[src/rtl/hi_lo_pkg.sv]
// Shared op codes, FSM states and counter sizing for the HI/LO unit.
package hi_lo_pkg;

  localparam int unsigned DEF_WIDTH = 32;

  localparam logic [3:0] OP_NOP  = 4'd0;
  localparam logic [3:0] OP_MTHI = 4'd1;
  localparam logic [3:0] OP_MTLO = 4'd2;
  localparam logic [3:0] OP_MULW = 4'd3;
  localparam logic [3:0] OP_MADD = 4'd4;
  localparam logic [3:0] OP_MSUB = 4'd5;
  localparam logic [3:0] OP_DIV  = 4'd6;
  localparam logic [3:0] OP_DIVU = 4'd7;

  typedef enum logic [1:0] {S_IDLE, S_RUN, S_FIX} state_t;

  // Counter must be able to hold the value WIDTH itself.
  function automatic int unsigned cnt_width(input int unsigned w);
    return $clog2(w) + 1;
  endfunction

  localparam int unsigned CNT_W = cnt_width(DEF_WIDTH);

endpackage

[src/rtl/hi_lo_unit_if.sv]
// Request/result bundle between the EX-stage controller and the HI/LO unit.
interface hi_lo_unit_if import hi_lo_pkg::*; #(
  parameter int unsigned WIDTH = DEF_WIDTH
);
  logic             Start;
  logic [3:0]       Op;
  logic [WIDTH-1:0] A;
  logic [WIDTH-1:0] B;
  logic [WIDTH-1:0] ProdHi;
  logic [WIDTH-1:0] ProdLo;
  logic             Busy;
  logic             Done;
  logic [WIDTH-1:0] Hi;
  logic [WIDTH-1:0] Lo;

  modport master (output Start, Op, A, B, ProdHi, ProdLo,
                  input  Busy, Done, Hi, Lo);
  modport slave  (input  Start, Op, A, B, ProdHi, ProdLo,
                  output Busy, Done, Hi, Lo);
endinterface

[src/rtl/hi_lo_unit_div_iter.sv]
// Unsigned restoring divider datapath: one shift-subtract per step pulse.
module div_iter import hi_lo_pkg::*; #(
  parameter int unsigned WIDTH = DEF_WIDTH
) (
  input  logic             clk,
  input  logic             rst,
  input  logic             load,
  input  logic             step,
  input  logic [WIDTH-1:0] dividend,
  input  logic [WIDTH-1:0] divisor,
  output logic [WIDTH-1:0] quotient,
  output logic [WIDTH-1:0] remainder
);

  logic [WIDTH-1:0] dsr;
  logic [WIDTH:0]   trial;
  logic [WIDTH:0]   diff;

  // Quotient register doubles as the dividend shift register.
  always_comb begin
    trial = {remainder, quotient[WIDTH-1]};
    diff  = trial - {1'b0, dsr};
  end

  always_ff @(posedge clk or posedge rst) begin
    if (rst) begin
      quotient  <= '0;
      remainder <= '0;
      dsr       <= '0;
    end else if (load) begin
      quotient  <= dividend;
      remainder <= '0;
      dsr       <= divisor;
    end else if (step) begin
      if (!diff[WIDTH]) begin
        remainder <= diff[WIDTH-1:0];
        quotient  <= {quotient[WIDTH-2:0], 1'b1};
      end else begin
        remainder <= trial[WIDTH-1:0];
        quotient  <= {quotient[WIDTH-2:0], 1'b0};
      end
    end
  end

endmodule

[src/rtl/hi_lo_unit.sv]
// HI/LO architectural registers: moves, product write/accumulate, iterative divide.
module hi_lo_unit import hi_lo_pkg::*; #(
  parameter int unsigned WIDTH = DEF_WIDTH
) (
  input logic         Clk,
  input logic         Reset,
  hi_lo_unit_if.slave bus
);

  localparam int unsigned      CW       = cnt_width(WIDTH);
  localparam logic [CW-1:0]    CNT_LAST = CW'(WIDTH);

  state_t           state, state_next;
  logic [CW-1:0]    cnt;
  logic             accept, is_div, div_zero, div_load, div_step;
  logic             a_neg, b_neg, neg_q, neg_r;
  logic [WIDTH-1:0] a_mag, b_mag, quo, rem;
  logic [WIDTH-1:0] hi_q, lo_q;
  logic             done_q;
  logic [2*WIDTH-1:0] prod, acc_sum, acc_diff;

  assign bus.Busy = (state != S_IDLE);
  assign bus.Done = done_q;
  assign bus.Hi   = hi_q;
  assign bus.Lo   = lo_q;

  always_comb begin
    accept   = bus.Start && (state == S_IDLE);
    is_div   = (bus.Op == OP_DIV) || (bus.Op == OP_DIVU);
    div_zero = (bus.B == '0);
    a_neg    = (bus.Op == OP_DIV) && bus.A[WIDTH-1];
    b_neg    = (bus.Op == OP_DIV) && bus.B[WIDTH-1];
    a_mag    = a_neg ? -bus.A : bus.A;
    b_mag    = b_neg ? -bus.B : bus.B;
    div_load = accept && is_div && !div_zero;
    div_step = (state == S_RUN) && (cnt != CNT_LAST);
    prod     = {bus.ProdHi, bus.ProdLo};
    acc_sum  = {hi_q, lo_q} + prod;
    acc_diff = {hi_q, lo_q} - prod;

    state_next = state;
    case (state)
      S_IDLE:  if (div_load) state_next = S_RUN;
      S_RUN:   if (cnt == CNT_LAST) state_next = S_FIX;
      S_FIX:   state_next = S_IDLE;
      default: state_next = S_IDLE;
    endcase
  end

  always_ff @(posedge Clk or posedge Reset) begin
    if (Reset) state <= S_IDLE;
    else       state <= state_next;
  end

  always_ff @(posedge Clk or posedge Reset) begin
    if (Reset) begin
      cnt   <= '0;
      neg_q <= 1'b0;
      neg_r <= 1'b0;
    end else if (div_load) begin
      cnt   <= '0;
      neg_q <= a_neg ^ b_neg;
      neg_r <= a_neg;
    end else if (div_step) begin
      cnt <= cnt + CW'(1);
    end
  end

  div_iter #(.WIDTH(WIDTH)) u_div (
    .clk       (Clk),
    .rst       (Reset),
    .load      (div_load),
    .step      (div_step),
    .dividend  (a_mag),
    .divisor   (b_mag),
    .quotient  (quo),
    .remainder (rem)
  );

  // Divide-by-zero completes in the accept cycle, so only a real divide defers Done.
  always_ff @(posedge Clk or posedge Reset) begin
    if (Reset) begin
      hi_q   <= '0;
      lo_q   <= '0;
      done_q <= 1'b0;
    end else begin
      done_q <= 1'b0;
      if (state == S_FIX) begin
        lo_q   <= neg_q ? -quo : quo;
        hi_q   <= neg_r ? -rem : rem;
        done_q <= 1'b1;
      end else if (accept) begin
        done_q <= !div_load;
        case (bus.Op)
          OP_MTHI: hi_q <= bus.A;
          OP_MTLO: lo_q <= bus.A;
          OP_MULW: {hi_q, lo_q} <= prod;
          OP_MADD: {hi_q, lo_q} <= acc_sum;
          OP_MSUB: {hi_q, lo_q} <= acc_diff;
          OP_DIV, OP_DIVU: begin
            if (div_zero) begin
              lo_q <= '1;
              hi_q <= bus.A;
            end
          end
          default: ;
        endcase
      end
    end
  end

endmodule
[src/flat_wrapper.sv]
// flat-port wrapper written by rule: the top's interface ports become plain ports
module hi_lo_unit_flat import hi_lo_pkg::*;
#(
  parameter int unsigned WIDTH = DEF_WIDTH
)
  (Clk, Reset, bus_Start, bus_Op, bus_A, bus_B, bus_ProdHi, bus_ProdLo, bus_Busy, bus_Done, bus_Hi, bus_Lo);
  hi_lo_unit_if #(.WIDTH(WIDTH)) bus_i ();
  input logic Clk;
  input logic Reset;
  input wire logic [$bits(bus_i.Start)-1:0] bus_Start;
  input wire logic [$bits(bus_i.Op)-1:0] bus_Op;
  input wire logic [$bits(bus_i.A)-1:0] bus_A;
  input wire logic [$bits(bus_i.B)-1:0] bus_B;
  input wire logic [$bits(bus_i.ProdHi)-1:0] bus_ProdHi;
  input wire logic [$bits(bus_i.ProdLo)-1:0] bus_ProdLo;
  output wire logic [$bits(bus_i.Busy)-1:0] bus_Busy;
  output wire logic [$bits(bus_i.Done)-1:0] bus_Done;
  output wire logic [$bits(bus_i.Hi)-1:0] bus_Hi;
  output wire logic [$bits(bus_i.Lo)-1:0] bus_Lo;
  assign bus_i.Start = bus_Start;
  assign bus_i.Op = bus_Op;
  assign bus_i.A = bus_A;
  assign bus_i.B = bus_B;
  assign bus_i.ProdHi = bus_ProdHi;
  assign bus_i.ProdLo = bus_ProdLo;
  assign bus_Busy = bus_i.Busy;
  assign bus_Done = bus_i.Done;
  assign bus_Hi = bus_i.Hi;
  assign bus_Lo = bus_i.Lo;
  hi_lo_unit #(.WIDTH(WIDTH)) u_core (.Clk(Clk), .Reset(Reset), .bus(bus_i));
endmodule
[config.mk]
export PLATFORM = sky130hd
export DESIGN_NAME = hi_lo_unit_flat
export DESIGN_NICKNAME = d
export VERILOG_FILES = /design/src/rtl/hi_lo_pkg.sv /design/src/rtl/hi_lo_unit_if.sv /design/src/rtl/hi_lo_unit_div_iter.sv /design/src/rtl/hi_lo_unit.sv /design/src/flat_wrapper.sv
export SDC_FILE = /design/constraint.sdc
export NUM_CORES = 1
export LEC_CHECK = 0
export CORE_MARGIN = 10
export CORE_UTILIZATION = 61
export DETAILED_ROUTE_END_ITERATION = 7
export PLACE_DENSITY = 0.89
export SYNTH_ARGS = -nofsm -noshare
export SYNTH_HDL_FRONTEND = slang
export SYNTH_SLANG_ARGS = --single-unit
[constraint.sdc]
create_clock -name Clk -period 8.65 [get_ports Clk]
set_clock_uncertainty 0.05 [all_clocks]
set_input_delay 1.2975 -clock Clk [delete_from_list [all_inputs] [get_ports Clk]]
set_output_delay 1.2975 -clock Clk [all_outputs]
set_load 0.01 [all_outputs]
==> metrics, run 1 <==
Max Clk Rate=178 MHz; layout cell share with drive strength beyond 1=under 10%; H-tree Lvls=4; Lkg Pwr=9.60 nW; Final setup viols=0; Final ANT Viol Nets=0; FILL cells=roughly 2700; HP Class=register to register; placer congestion estimate=approximately 1.1; RSZ-0062 raised after global routing=no; Slowest cell on crit path=nor4bb_1; syn avg cell area=between 7 and 8 um2; global-route wire length before repair=129000 um; CP peak stage delay=between 0.9 and 1 ns; slew margin rel.=20.0%; failing checks=DRC; Nets=around 3200; Mapped Cells=~2800; Critical Path Start Type=input pin; Final Total Pwr=8.69 mW; clock slew at reported path FFs=0.08 ns; FF+latch count, synth=around 170; Final Hold Viols=0; number of gates resized after cts=0; worst setup margin=approximately 3.0 ns; Setup TNS=0 ns; IO Pins=between 200 and 250; core footprint=0.0333 mm2; # clock sinks=171; Pwr Density=375 mW/mm2; clk root buf=clkbuf_16; Setup crit end kind=register; FFs w/ async S/R, synth=100%; die height=roughly 200 um; Clock Latency Late Sink=approximately 0.46 ns; Synthesis Warnings=0; Post-synth EDFFs=0; Crit Path Class=input pin to register; routed vias/inst=roughly 7; remaining global-route overflow=0; Worst-Margin Slew=~1.2 ns; CP delay by family, top=compound AO/OA/AOI/OAI gates; CTS tree=built; CP Buf/Inv Count=2; status=complete, but fails checks; final wirelength=roughly 85000 um; largest net degree at the start of global routing=110; drt pass-1 iters=8; critical path cell sequence=clkdlybuf4s50_1 > ha_1 > inv_1 > fa_1 > o21bai_1 > a221oi_1 > nor4bb_1 > o211ai_1 > a311oi_1 > o31a_1 > a21o_1 > a21bo_2 > xnor2_1 > a221oi_1 > a21oi_1; HPWL after DPL=between 60000 and 70000 um; area post-placement=between 0.02 and 0.025 mm2; crit-path max FO=4; DR DRC count=10; top_reg_cell synth=dfrtp_1; Site Rows=67; I/O Buffers=200; critical path data required time=8.93 ns; Setup Buffers After CTS=0; Die W=203 um; CTS Buffer Depth=2; final hold slack=~0.44 ns; Crit path top cell by count=a221oi_1; DIE AREA=0.0413 mm2; Post-Place Setup Slack=around 2.7 ns; Yosys cell types=approximately 90; Initial Util=between 60% and 70%; via count=~24000; # hold bufs at CTS=0; vias in the first global route=~22000; Layout area overhead=13.3%; post-synthesis sequential area ratio=20.9%; synthesized area=approximately 0.020 mm2; DRT iter0 DRCs=~3600; GRT Util Overall=39.3%; Crit path arrival time=between 5 and 6 ns; Peak VDD IR=about 300 uV; Max Slew Vio Count=0; Finished Cell Area=roughly 0.023 mm2; antenna violations before repair=3; post-DR wirelength/cell=~26 um; Period minus WS final=~5.6 ns; synthesized net count=approximately 3100; Final Cycle Share=65.0%; MaxCap Viol Count=0; Inserted Clock Buffers=17
==> flip-flops by register name, indices dropped and copies added, names as in the netlist <==
register                cells
u_core.bus.Hi              32
u_core.bus.Lo              32
u_core.u_div.dsr           32
u_core.u_div.quotient      32
u_core.u_div.remainder     32
u_core.cnt                  6
u_core.state                2
u_core.bus.Done             1
u_core.neg_q                1
u_core.neg_r                1
==> layer usage <==
metal	routed length, um	share of wire [%]	GRT usage, %
met5	47	0.055	0.594
met4	4980	5.8	18.4
met3	12400	15	11.6
met2	34800	41	57.4
met1	33000	39	52.2
==> stage by stage <==
stage	instances	util [%]
after detailed placement	3291	67.8
after global routing	3324	69.7
after CTS	3323	69.6
after global placement	3291	67.8
after floorplan	2778	-
final	3327	69.7
==> synth_stat cells, types with 5 or more instances <==
cell type / number / area, um2
a2111oi_0: 13 / 114
a211o_1: 7 / 61.3
a211oi_1: 41 / 308
a21o_1: 44 / 330
a21oi_1: 248 / 1240
a221o_1: 22 / 220
a221oi_1: 33 / 289
a22oi_1: 29 / 218
a311oi_1: 7 / 61.3
a31oi_1: 25 / 156
and2_1: 14 / 87.6
and3_1: 15 / 93.8
buf_1: 5 / 18.8
buf_2: 14 / 70.1
clkbuf_1: 132 / 495
dfrtp_1: 171 / 4280
ha_1: 165 / 2060
inv_1: 194 / 728
mux2i_1: 40 / 400
nand2_1: 270 / 1010
nand2b_1: 19 / 119
nand3_1: 54 / 270
nand3b_1: 5 / 37.5
nand4_1: 26 / 163
nor2_1: 219 / 822
nor2b_1: 27 / 169
nor3_1: 77 / 385
nor3b_1: 5 / 37.5
nor4_1: 26 / 163
o211ai_1: 39 / 293
o21a_1: 19 / 143
o21ai_0: 263 / 1320
o21ai_1: 7 / 35.0
o21bai_1: 43 / 323
o221ai_1: 15 / 131
o22ai_1: 20 / 125
o31a_1: 9 / 78.8
o31ai_1: 55 / 413
o41ai_1: 18 / 158
or2_2: 8 / 50.1
or3_1: 27 / 169
or4_1: 14 / 105
xnor2_1: 123 / 1080
xor2_1: 88 / 771
==> cells in the final DEF (no fill, tap or decap), types with 19 or more instances in the layout <==
cell	n
o21bai_1	43
ha_1	165
xor2_1	88
inv_1	193
nand3_1	54
a22oi_1	29
nor4_1	25
xnor2_1	123
o21a_1	19
a211oi_1	41
a31oi_1	25
nand4_1	26
a21o_1	44
nor2b_1	26
o31ai_1	55
buf_4	23
nor2_1	217
dfrtp_1	171
nor3_1	76
a21oi_1	248
clkdlybuf4s50_1	199
mux2i_1	40
or3_1	27
a221o_1	22
o21ai_0	263
nand2_1	270
o22ai_1	20
a221oi_1	33
o211ai_1	39
==> final timing paths <==
check / slack [ns] / endpoint / cells after the start / from
worst max-delay path: 3.03 / u_core.bus.Hi[24] / 15 / bus_ProdLo[0]
worst min-delay path: 0.44 / u_core.u_div.dsr[25] / 2 / u_core.u_div.dsr[25]
worst max register to register: 4.01 / u_core.bus.Hi[24] / 14 / u_core.bus.Lo[0]
worst min register to register: 0.44 / u_core.u_div.dsr[25] / 2 / u_core.u_div.dsr[25]
max in group asynchronous: 5.62 / u_core.u_div.quotient[30] / 3 / Reset
min in group asynchronous: 1.39 / u_core.bus.Lo[3] / 2 / Reset
==> final cells by class <==
class,instances,area [um2],share of cell area [%]
diodes,4,10.0,0.0432
clock buffers,17,425,1.83
clock inverters,15,175,0.755
inverters,195,737,3.18
multi-input cells,2254,14800,64.0
flip-flops and latches,171,4280,18.5
well taps,448,561,2.42
repair buffers,223,2170,9.36
==> cell families after synthesis <==
group	count (synthesis)	synth area share, %
flip-flops	171	20.9
adder cells (fa/ha/maj)	168	10.4
buffers and inverters	353	6.84
AND/OR/NAND/NOR	832	19.2
multiplexers	40	1.96
AO/OA/AOI/OAI	1002	31.6
XOR/XNOR	212	9.11
==> worst min-delay path, delay by kind of cell, from the launching register on <==
kind	cells	cell delay (ns)
compound gates	1	0.06
flops	1	0.35
simple gates	1	0.05
==> report_power, final <==
| group | switching (mW) | internal, mW | leakage (nW) |
|---|---|---|---|
| Combinational | 3.77 | 2.40 | 7.20 |
| Sequential | 0.568 | 1.17 | 2.10 |
| Clock | 0.399 | 0.390 | 0.294 |
| Total | 4.74 | 3.95 | 9.60 |
(Power assumes the default switching activity.)
==> run 2, diff against run 1 <==
- CORE_UTILIZATION: 61 -> 60
- PLACE_DENSITY: 0.89 -> 0.88
- clock period: 8.65 -> 5.6 ns (I/O delays scaled with it)
==> run 2 against run 1 <==
Effect of this change: the flow still finishes with violations (DRC); combinational power is 57% higher; global-route usage up 0.24 points; sequential share of layout area decreased by 0.21 points; critical endpoint is now u_core.u_div.remainder[20].
==> metrics, run 2 (synthesis results as in run 1) <==
# hold bufs at CTS=0 (unchanged); Final ANT Viol Nets=0 (unchanged); Crit Path Class=register to register; remaining global-route overflow=0 (unchanged); placed cells=3321 (+0.91%); Slowest cell on crit path=xor2_4; non-filler cells, final=3356 (+0.87%); Die W=205 um (+0.75%); met3 wire len=12900 um (+3.5%); via count=23700 (+0.27%); area post-placement=0.0228 mm2 (+1.0%); wl on met1=32800 um (-0.64%); CTS tree=built; layout cell share with drive strength beyond 1=4.51% (+1.0 points); MaxCap Viol Count=0 (unchanged); Final setup viols=0 (unchanged); DR top layer=met5; clk root buf=clkbuf_16; Final Hold Viols=0 (unchanged); Pwr Density=583 mW/mm2 (+56%); Final Total Pwr=13.7 mW (+57%); clock slew at reported path FFs=0.08 ns (about the same); Layout area overhead=14.6%; switching share of total power=54.0% (-0.47 points); IO Pins=201 (unchanged); Crit path arrival time=5.19 ns (-0.71 ns); critical path cell sequence=inv_1 > ha_1 > inv_1 > fa_1 > a211oi_1 > nor2_1 > o2111ai_1 > o21ai_1 > a41oi_1 > o21ai_1 > a311o_1 > xor2_4 > buf_4 > mux2i_1 > o21ai_0; core footprint=0.0336 mm2 (+1.0%); Final Cycle Share=just under 90%; crit-path max FO=17 (+13); status=complete, but fails checks; Lkg Pwr=9.77 nW (+1.8%); Nets=3195 (+0.95%); drt pass-1 iters=8 (unchanged); Worst-Margin Slew=1.20 ns (+0.00673 ns); FILL cells=2703 (-0.73%); # clock sinks=171 (unchanged); vias in the first global route=22200 (+1.3%); Setup crit end kind=register; sequential power share=19.6% (-0.4 points); Layout Utilization=69.8% (+0.083 points); area of the multi-input gates=0.0148 mm2 (about the same); critical path data required time=5.81 ns (-3.12 ns); Setup TNS=0 ns (unchanged); Clock Latency Late Sink=0.46 ns (about the same); CTS Buffer Depth=2 (unchanged); most common cell after layout, fill and taps aside=nand2_1; Finished Cell Area=0.0235 mm2 (+1.1%); Detail Route met2 WL=35300 um (+1.4%); number of gates resized after cts=0 (unchanged); die height=205 um (+0.75%); final wirelength=85900 um (+0.73%); NetSw=7.39 mW (+56%); Initial Util=60.9% (-0.61 points); internal power=6.29 mW (+59%); RSZ-0062 raised after global routing=no; GRT Util Overall=39.5% (+0.24 points); I/O Buffers=200 (unchanged); Max Clk Rate=201 MHz; H-tree Lvls=4 (unchanged); Period minus WS final=around 5.0 ns; Inserted Clock Buffers=17 (unchanged); placer congestion estimate=1.15 (+5.0%); Peak VDD IR=528 uV (+73%); HPWL after DPL=65900 um (+1.1%); HP Class=register to register; Site Rows=67 (unchanged); slew margin rel.=19.5% (-0.55 points); most frequent cells in the layout=nand2_1 (270), o21ai_0 (263), a21oi_1 (248); Max Slew Vio Count=0 (unchanged); Clk network pwr share=9.6% (+0.5 points); Setup Buffers After CTS=0 (unchanged); failing checks=DRC; post-DR wirelength/cell=25.6 um (-0.14%); global-route wire length before repair=130000 um (+0.93%); DR DRC count=12 (+2); DIE AREA=0.0419 mm2 (+1.5%); CP peak stage delay=0.55 ns (-0.41 ns); largest net degree at the start of global routing=104 (-5.5%); DRT iter0 DRCs=4090 (+13%); routed vias/inst=7.07 (-0.60%); register area=0.00428 mm2 (unchanged); antenna violations before repair=4 (+1); combinational power share=70.7% (-0.2 points); Critical Path Start Type=register
## run 2: cell types whose count changed in the layout (fill, tap and decap cells not counted)
cell       change
nor2_2         +1
bufinv_16      +2
inv_6          +2
inv_8          +2
diode_2        -1
clkinv_2       -1
nor2_1         -1
buf_4         +30
clkinv_4       -3
clkinv_8       -2
## run 2: path summary, 6_finish.rpt
check,slack (ns),to,cells past startpoint,start
max,0.63,u_core.u_div.remainder[20],15,u_core.u_div.quotient[31]
max in group asynchronous,3.54,u_core.bus.Hi[3],3,Reset
min in group asynchronous,0.89,u_core.cnt[5],2,Reset
max reg2reg,0.63,u_core.u_div.remainder[20],15,u_core.u_div.quotient[31]
min,0.43,u_core.u_div.dsr[23],2,u_core.u_div.dsr[23]
min reg2reg,0.43,u_core.u_div.dsr[23],2,u_core.u_div.dsr[23]
## run 2: critical path, delay by kind of cell, from the launching register on
family | cells | cell delay [ns]
xor gates and xnor gates | 1 | 0.55
DFF | 1 | 0.47
and+or+nand+nor | 1 | 0.16
muxes | 1 | 0.30
adders and majority gates | 2 | 0.59
AOI/OAI and AO/OA | 7 | 2.18
buffers and inverters | 3 | 0.46
## run 2: per-stage QoR
step           hold WS (ns)  setup WS (ns)
2_1_floorplan         0.400         0.0782
3_3_place_gp          0.413          0.406
3_5_place_dp          0.422          0.340
4_1_cts               0.440          0.779
5_1_grt               0.481          0.461
6_report              0.435          0.626
## run 2: layer usage
layer  GRT usage (%)  vias up
li1                -    10300
met1            52.2    11000
met2            58.0     1987
met3            11.2      384
met4            19.4        4
met5               0        -
## run 2: power by group through the flow
stage	Clock, mW	Sequential [mW]	Combinational, mW
after floorplan	0	2.42	6.40
after global placement	0	2.59	8.92
after detailed placement	0	2.63	9.11
after CTS	1.30	2.61	9.29
after global routing	1.35	2.71	10.4
final	1.32	2.68	9.67
## run 2: area by class of cell
| type | count | share of cell area [%] |
|---|---|---|
| diodes | 3 | 0.0320 |
| clock buffers | 17 | 1.81 |
| clock inverters | 15 | 0.902 |
| inverters | 195 | 3.14 |
| multi-input cells | 2254 | 63.3 |
| flip-flops and latches | 171 | 18.2 |
| well taps | 448 | 2.39 |
| repair buffers | 253 | 10.2 |
==> RTL edit 1 (config.mk and constraints of run 2) <==
The package constant `DEF_WIDTH` goes from 32 to 16.
--- a/src/rtl/hi_lo_pkg.sv
+++ b/src/rtl/hi_lo_pkg.sv
@@ -2,5 +2,5 @@
 package hi_lo_pkg;
 
-  localparam int unsigned DEF_WIDTH = 32;
+  localparam int unsigned DEF_WIDTH = 16;
 
   localparam logic [3:0] OP_NOP  = 4'd0;
Ports: changed (6 resized); port bits go from 201 to 105. No check against the original RTL was run, so the function may have changed too.
==> RTL edit 1 against run 2 <==
  * Critical path depth is 2 lower
  * Wire length is 61% lower
  * Final area is 51% lower
  * Sequential cell count is 81 lower
  * Maximum frequency is 12% higher
  * First-iteration DRC count is 65% lower
  * Global-route usage is 11 points lower
  * Worst setup slack better by 540 ps
  * Synthesized area is 51% lower
  * Power is 55% lower
  * Critical endpoint is now u_core.bus.Hi[12]
  * Highest routed layer is now met4
==> RTL edit 1: results (changes against run 2) <==
[cells_and_area]
drive_gt1_share_pct = 4.47  ; -0.039 points
nNetsFinal = 1541  ; -52%
antenna_cells = 0  ; -3
fill_cells = 1363  ; -50%

[setup_path]
critPathMaxFanout = 4  ; -13
rr_worst_depth = 12  ; -3
r2r_end = u_core.bus.Hi[12]
cp.arrival_ps = 4640  ; -550 ps
max_stage_delay_ps = 620  ; +70 ps
rrSetupSlack_ps = 1720  ; +1090 ps
startpoint = bus_ProdLo[0]
r2r_start = u_core.bus.Lo[0]

[detailed_routing]
dr.pass1.iters = 7  ; -1
drt-initial-drc-count = 1442  ; -65%
wirelength_um = 33300  ; -61%
viasPerCell = 6.66  ; -5.8%
routedWlPerCell_um = 20.7  ; -19%

[hold_path]
worstHoldEndpoint = u_core.u_div.dsr[6]
min_from = u_core.u_div.dsr[6]

[die]
dieArea_sq_um = 22300  ; -47%

[placed_design]
hpwl_um = 25400  ; -62%
place_area_sq_um = 11200  ; -51%
placed_cells = 1591  ; -52%
port_buffers = 104  ; -48%
place_congestion = 0.999  ; -13%

[logic_synthesis]
yosys-top-cells-count = a21oi_1 (118), nand2_1 (114), o21ai_0 (111)
synthTopCellsByArea = dfrtp_1 (22%), ha_1 (11%), a21oi_1 (5.9%), o21ai_0 (5.5%), xnor2_1 (4.4%)
syn_inst = 1323  ; -52%
ys_types = 83  ; -6.7%

[clock_network]
clk_latency_ps = 360  ; -100 ps
h-tree-depth = 3  ; -1
cts_buffers = 9  ; -8

[grt]
antenna_found_initial = 0  ; -4
grt_use_met3_pct = 4.22  ; -7.0 points
track_usage_pct = 28.7  ; -11 points
use_met2_pct = 44.1  ; -14 points
first_global_vias = 9626  ; -57%
grt_start_max_net_pins = 58  ; -44%

[sta]
relSlewSlack_pct = 28.3  ; +8.8 points

[status]
status = completed

[power_and_ir_drop]
power_leakage_nw = 4.88  ; -50%

[RTL edit 1: how the worst max path moves through the flow]
stage	depth (start not counted)	slack [ps]	end
after floorplan	12	1990	u_core.bus.Hi[12]
after global placement	13	890	u_core.bus.Hi[12]
after detailed placement	13	860	u_core.bus.Hi[12]
after CTS	13	1210	u_core.bus.Hi[12]
after global routing	13	880	u_core.bus.Hi[12]
final	13	1160	u_core.bus.Hi[12]
[RTL edit 1: cell families (layout without fill, tap and decap cells)]
family | count (synthesis) | after routing | synth area share [%]
AO/OA/AOI/OAI | 455 | 455 | 29.7
XOR/XNOR | 96 | 96 | 8.45
adder cells (fa/ha/maj) | 88 | 88 | 11.2
buffers and inverters | 172 | 236 | 6.58
flip-flops | 90 | 90 | 22.4
multiplexers | 24 | 24 | 2.44
AND/OR/NAND/NOR | 398 | 398 | 19.2
[RTL edit 1: cell type report]
cell class                      instances  area, sq um  area share, %
Timing Repair Buffer                  120         1160           10.1
Sequential cell                        90         2250           19.5
Tap cell                              220          275           2.39
Clock buffer                            9          225           1.95
Inverter                              100          377           3.27
Multi-Input combinational cell       1061         7140           62.0
Clock inverter                          7         92.6          0.803
[RTL edit 1: layer usage]
metal | share of wire (%) | vias up | wire length (um)
li1 | - | 4957 | -
met1 | 42 | 4961 | 13900
met2 | 44 | 705 | 14700
met3 | 11 | 77 | 3720
met4 | 3.0 | 0 | 997
met5 | 0 | - | 0
[RTL edit 1: where the power goes]
group	internal (mW)	switching, mW
registers	0.945	0.413
logic	1.79	2.39
clock network	0.359	0.305
[RTL edit 1: per-stage QoR]
step	utilization, %	setup WS, ps	hold slack (ps)
finish	70.0	1160	434
global route	70.0	875	458
CTS	70.0	1210	435
detailed placement	68.1	857	420
global placement	68.1	892	412
floorplan	-	1990	400
==> RTL edit 2 (settings of run 2) <==
Made on the original files. Reset style: synchronous (`Reset` and `rst`), changed in 4 clocked blocks.
--- a/src/rtl/hi_lo_unit_div_iter.sv
+++ b/src/rtl/hi_lo_unit_div_iter.sv
@@ -23,5 +23,5 @@
   end
 
-  always_ff @(posedge clk or posedge rst) begin
+  always_ff @(posedge clk) begin
     if (rst) begin
       quotient  <= '0;
--- a/src/rtl/hi_lo_unit.sv
+++ b/src/rtl/hi_lo_unit.sv
@@ -48,10 +48,10 @@
   end
 
-  always_ff @(posedge Clk or posedge Reset) begin
+  always_ff @(posedge Clk) begin
     if (Reset) state <= S_IDLE;
     else       state <= state_next;
   end
 
-  always_ff @(posedge Clk or posedge Reset) begin
+  always_ff @(posedge Clk) begin
     if (Reset) begin
       cnt   <= '0;
@@ -79,5 +79,5 @@
 
   // Divide-by-zero completes in the accept cycle, so only a real divide defers Done.
-  always_ff @(posedge Clk or posedge Reset) begin
+  always_ff @(posedge Clk) begin
     if (Reset) begin
       hi_q   <= '0;
Behaviour: differs if Reset is asserted again (counterexample within 4 cycles, from zero or initial values and one cycle with Reset high); with Reset held inactive, the same outputs for 4 cycles.
==> RTL edit 2 against run 2 <==
  * The run still ends with DRC left
  * First-iteration DRC count down 5.8%
  * Synthesized cell count grew 1.0%
  * Synthesized area fell by 2.5%
  * Sequential share of layout area fell by 3.2 points
  * Register-to-register slack improved by 270 ps
  * Wire length is 2.1% higher
  * Hold slack worse by 27 ps
  * Sequential cell count did not move
  * Critical path depth did not move
  * Worst setup slack worse by 260 ps
  * Maximum frequency shrank 5.0%
  * Final area down 3.2%
  * Largest cell class unchanged
Power is not compared: it rests on default switching activity, and its combinational part moved more than twofold at a synthesized area within 25%.
==> RTL edit 2: results (changes against run 2) <==
[setup_path]
rrSetupSlack_ps = 900  ; +270 ps
r2r_end = u_core.u_div.remainder[3]
cp.arrival_ps = 5520  ; +330 ps
r2r_start = u_core.u_div.quotient[31]
rr_worst_depth = 14  ; -1
critPathSlowestCell = nor4_1
critPathMaxFanout = 10  ; -7
max_stage_delay_ps = 850  ; +300 ps

[logic_synthesis]
yosys-top-cells-count = a21oi_1 (310), nor2_1 (279), inv_1 (193)
async_reset_ff_share_pct = 0  ; -100 points
synth_mux_area_share_pct = 1.91  ; -0.051 points
synth_compound_area_share_pct = 34.4  ; +2.8 points
synthAdderAreaFrac_pct = 10.6  ; +0.26 points
synthFlopType = dfxtp_1
ys_seq_area_share_pct = 17.2  ; -3.8 points
synth_fp_nets = 3110  ; +0.94%
syn_inst = 2807  ; +1.0%
synthTopCellsByArea = dfxtp_1 (17%), ha_1 (10%), a21oi_1 (7.8%), nor2_1 (5.2%), xnor2_1 (5.1%)

[cells_and_area]
nNetsFinal = 3188  ; -0.22%
antenna_cells = 1  ; -2
inverters_excl_clock = 198  ; +1.5%
buffer_area_share_pct = 9.92  ; -0.30 points
num-multi-input-gates = 2263  ; +0.40%
fill_cells = 2726  ; +0.85%
clock_area_share_pct = 2.55  ; -0.17 points
post-route-util_pct = 69.4  ; -0.38 points
drive_gt1_share_pct = 3.90  ; -0.61 points

[grt]
use_met1_pct = 50.2  ; -1.9 points
grt_use_met3_pct = 14.3  ; +3.1 points
track_usage_pct = 40.3  ; +0.76 points
use_met2_pct = 58.7  ; +0.70 points
grt_start_max_net_pins = 81  ; -22%
first_global_vias = 22200  ; +0.090%

[detailed_routing]
viasPerCell = 7.17  ; +1.4%
vias = 24000  ; +0.98%
wl_met2_um = 36000  ; +1.9%
route.detailed.drc = 16  ; +4

[placed_design]
place_congestion = 1.14  ; -1.0%
pre_cts_ws_ps = 364  ; +23.3 ps

[sta]
whs_ps = 408  ; -27.1 ps
clock.fmax_mhz = 191  ; -5.0%
relSlewSlack_pct = 21.1  ; +1.6 points

[status]
status = finished, violations left
violations = DRC

[hold_path]
min_from = u_core.u_div.dsr[31]
worstHoldEndpoint = u_core.u_div.dsr[31]

RTL edit 2: cell types whose count changed after synthesis, moves of 17 or more:
cell | run 2 | this run
dfxtp_1 | 0 | 171
dfrtp_1 | 171 | 0
nor2_1 | 219 | 279
a211oi_1 | 41 | 71
nor4_1 | 26 | 46
a21oi_1 | 248 | 310
nor3_1 | 77 | 60
nand2_1 | 270 | 188
o21ai_0 | 263 | 181
a221oi_1 | 33 | 63
RTL edit 2: worst max path at each step:
stage                  start                end  cells after the start
3_3_place_gp   bus_ProdLo[7]  u_core.bus.Hi[25]                     15
5_1_grt        bus_ProdLo[7]  u_core.bus.Hi[25]                     15
2_1_floorplan  bus_ProdLo[8]  u_core.bus.Hi[27]                     14
4_1_cts        bus_ProdLo[7]  u_core.bus.Hi[25]                     15
6_report       bus_ProdLo[7]  u_core.bus.Hi[17]                     15
3_5_place_dp   bus_ProdLo[7]  u_core.bus.Hi[25]                     15
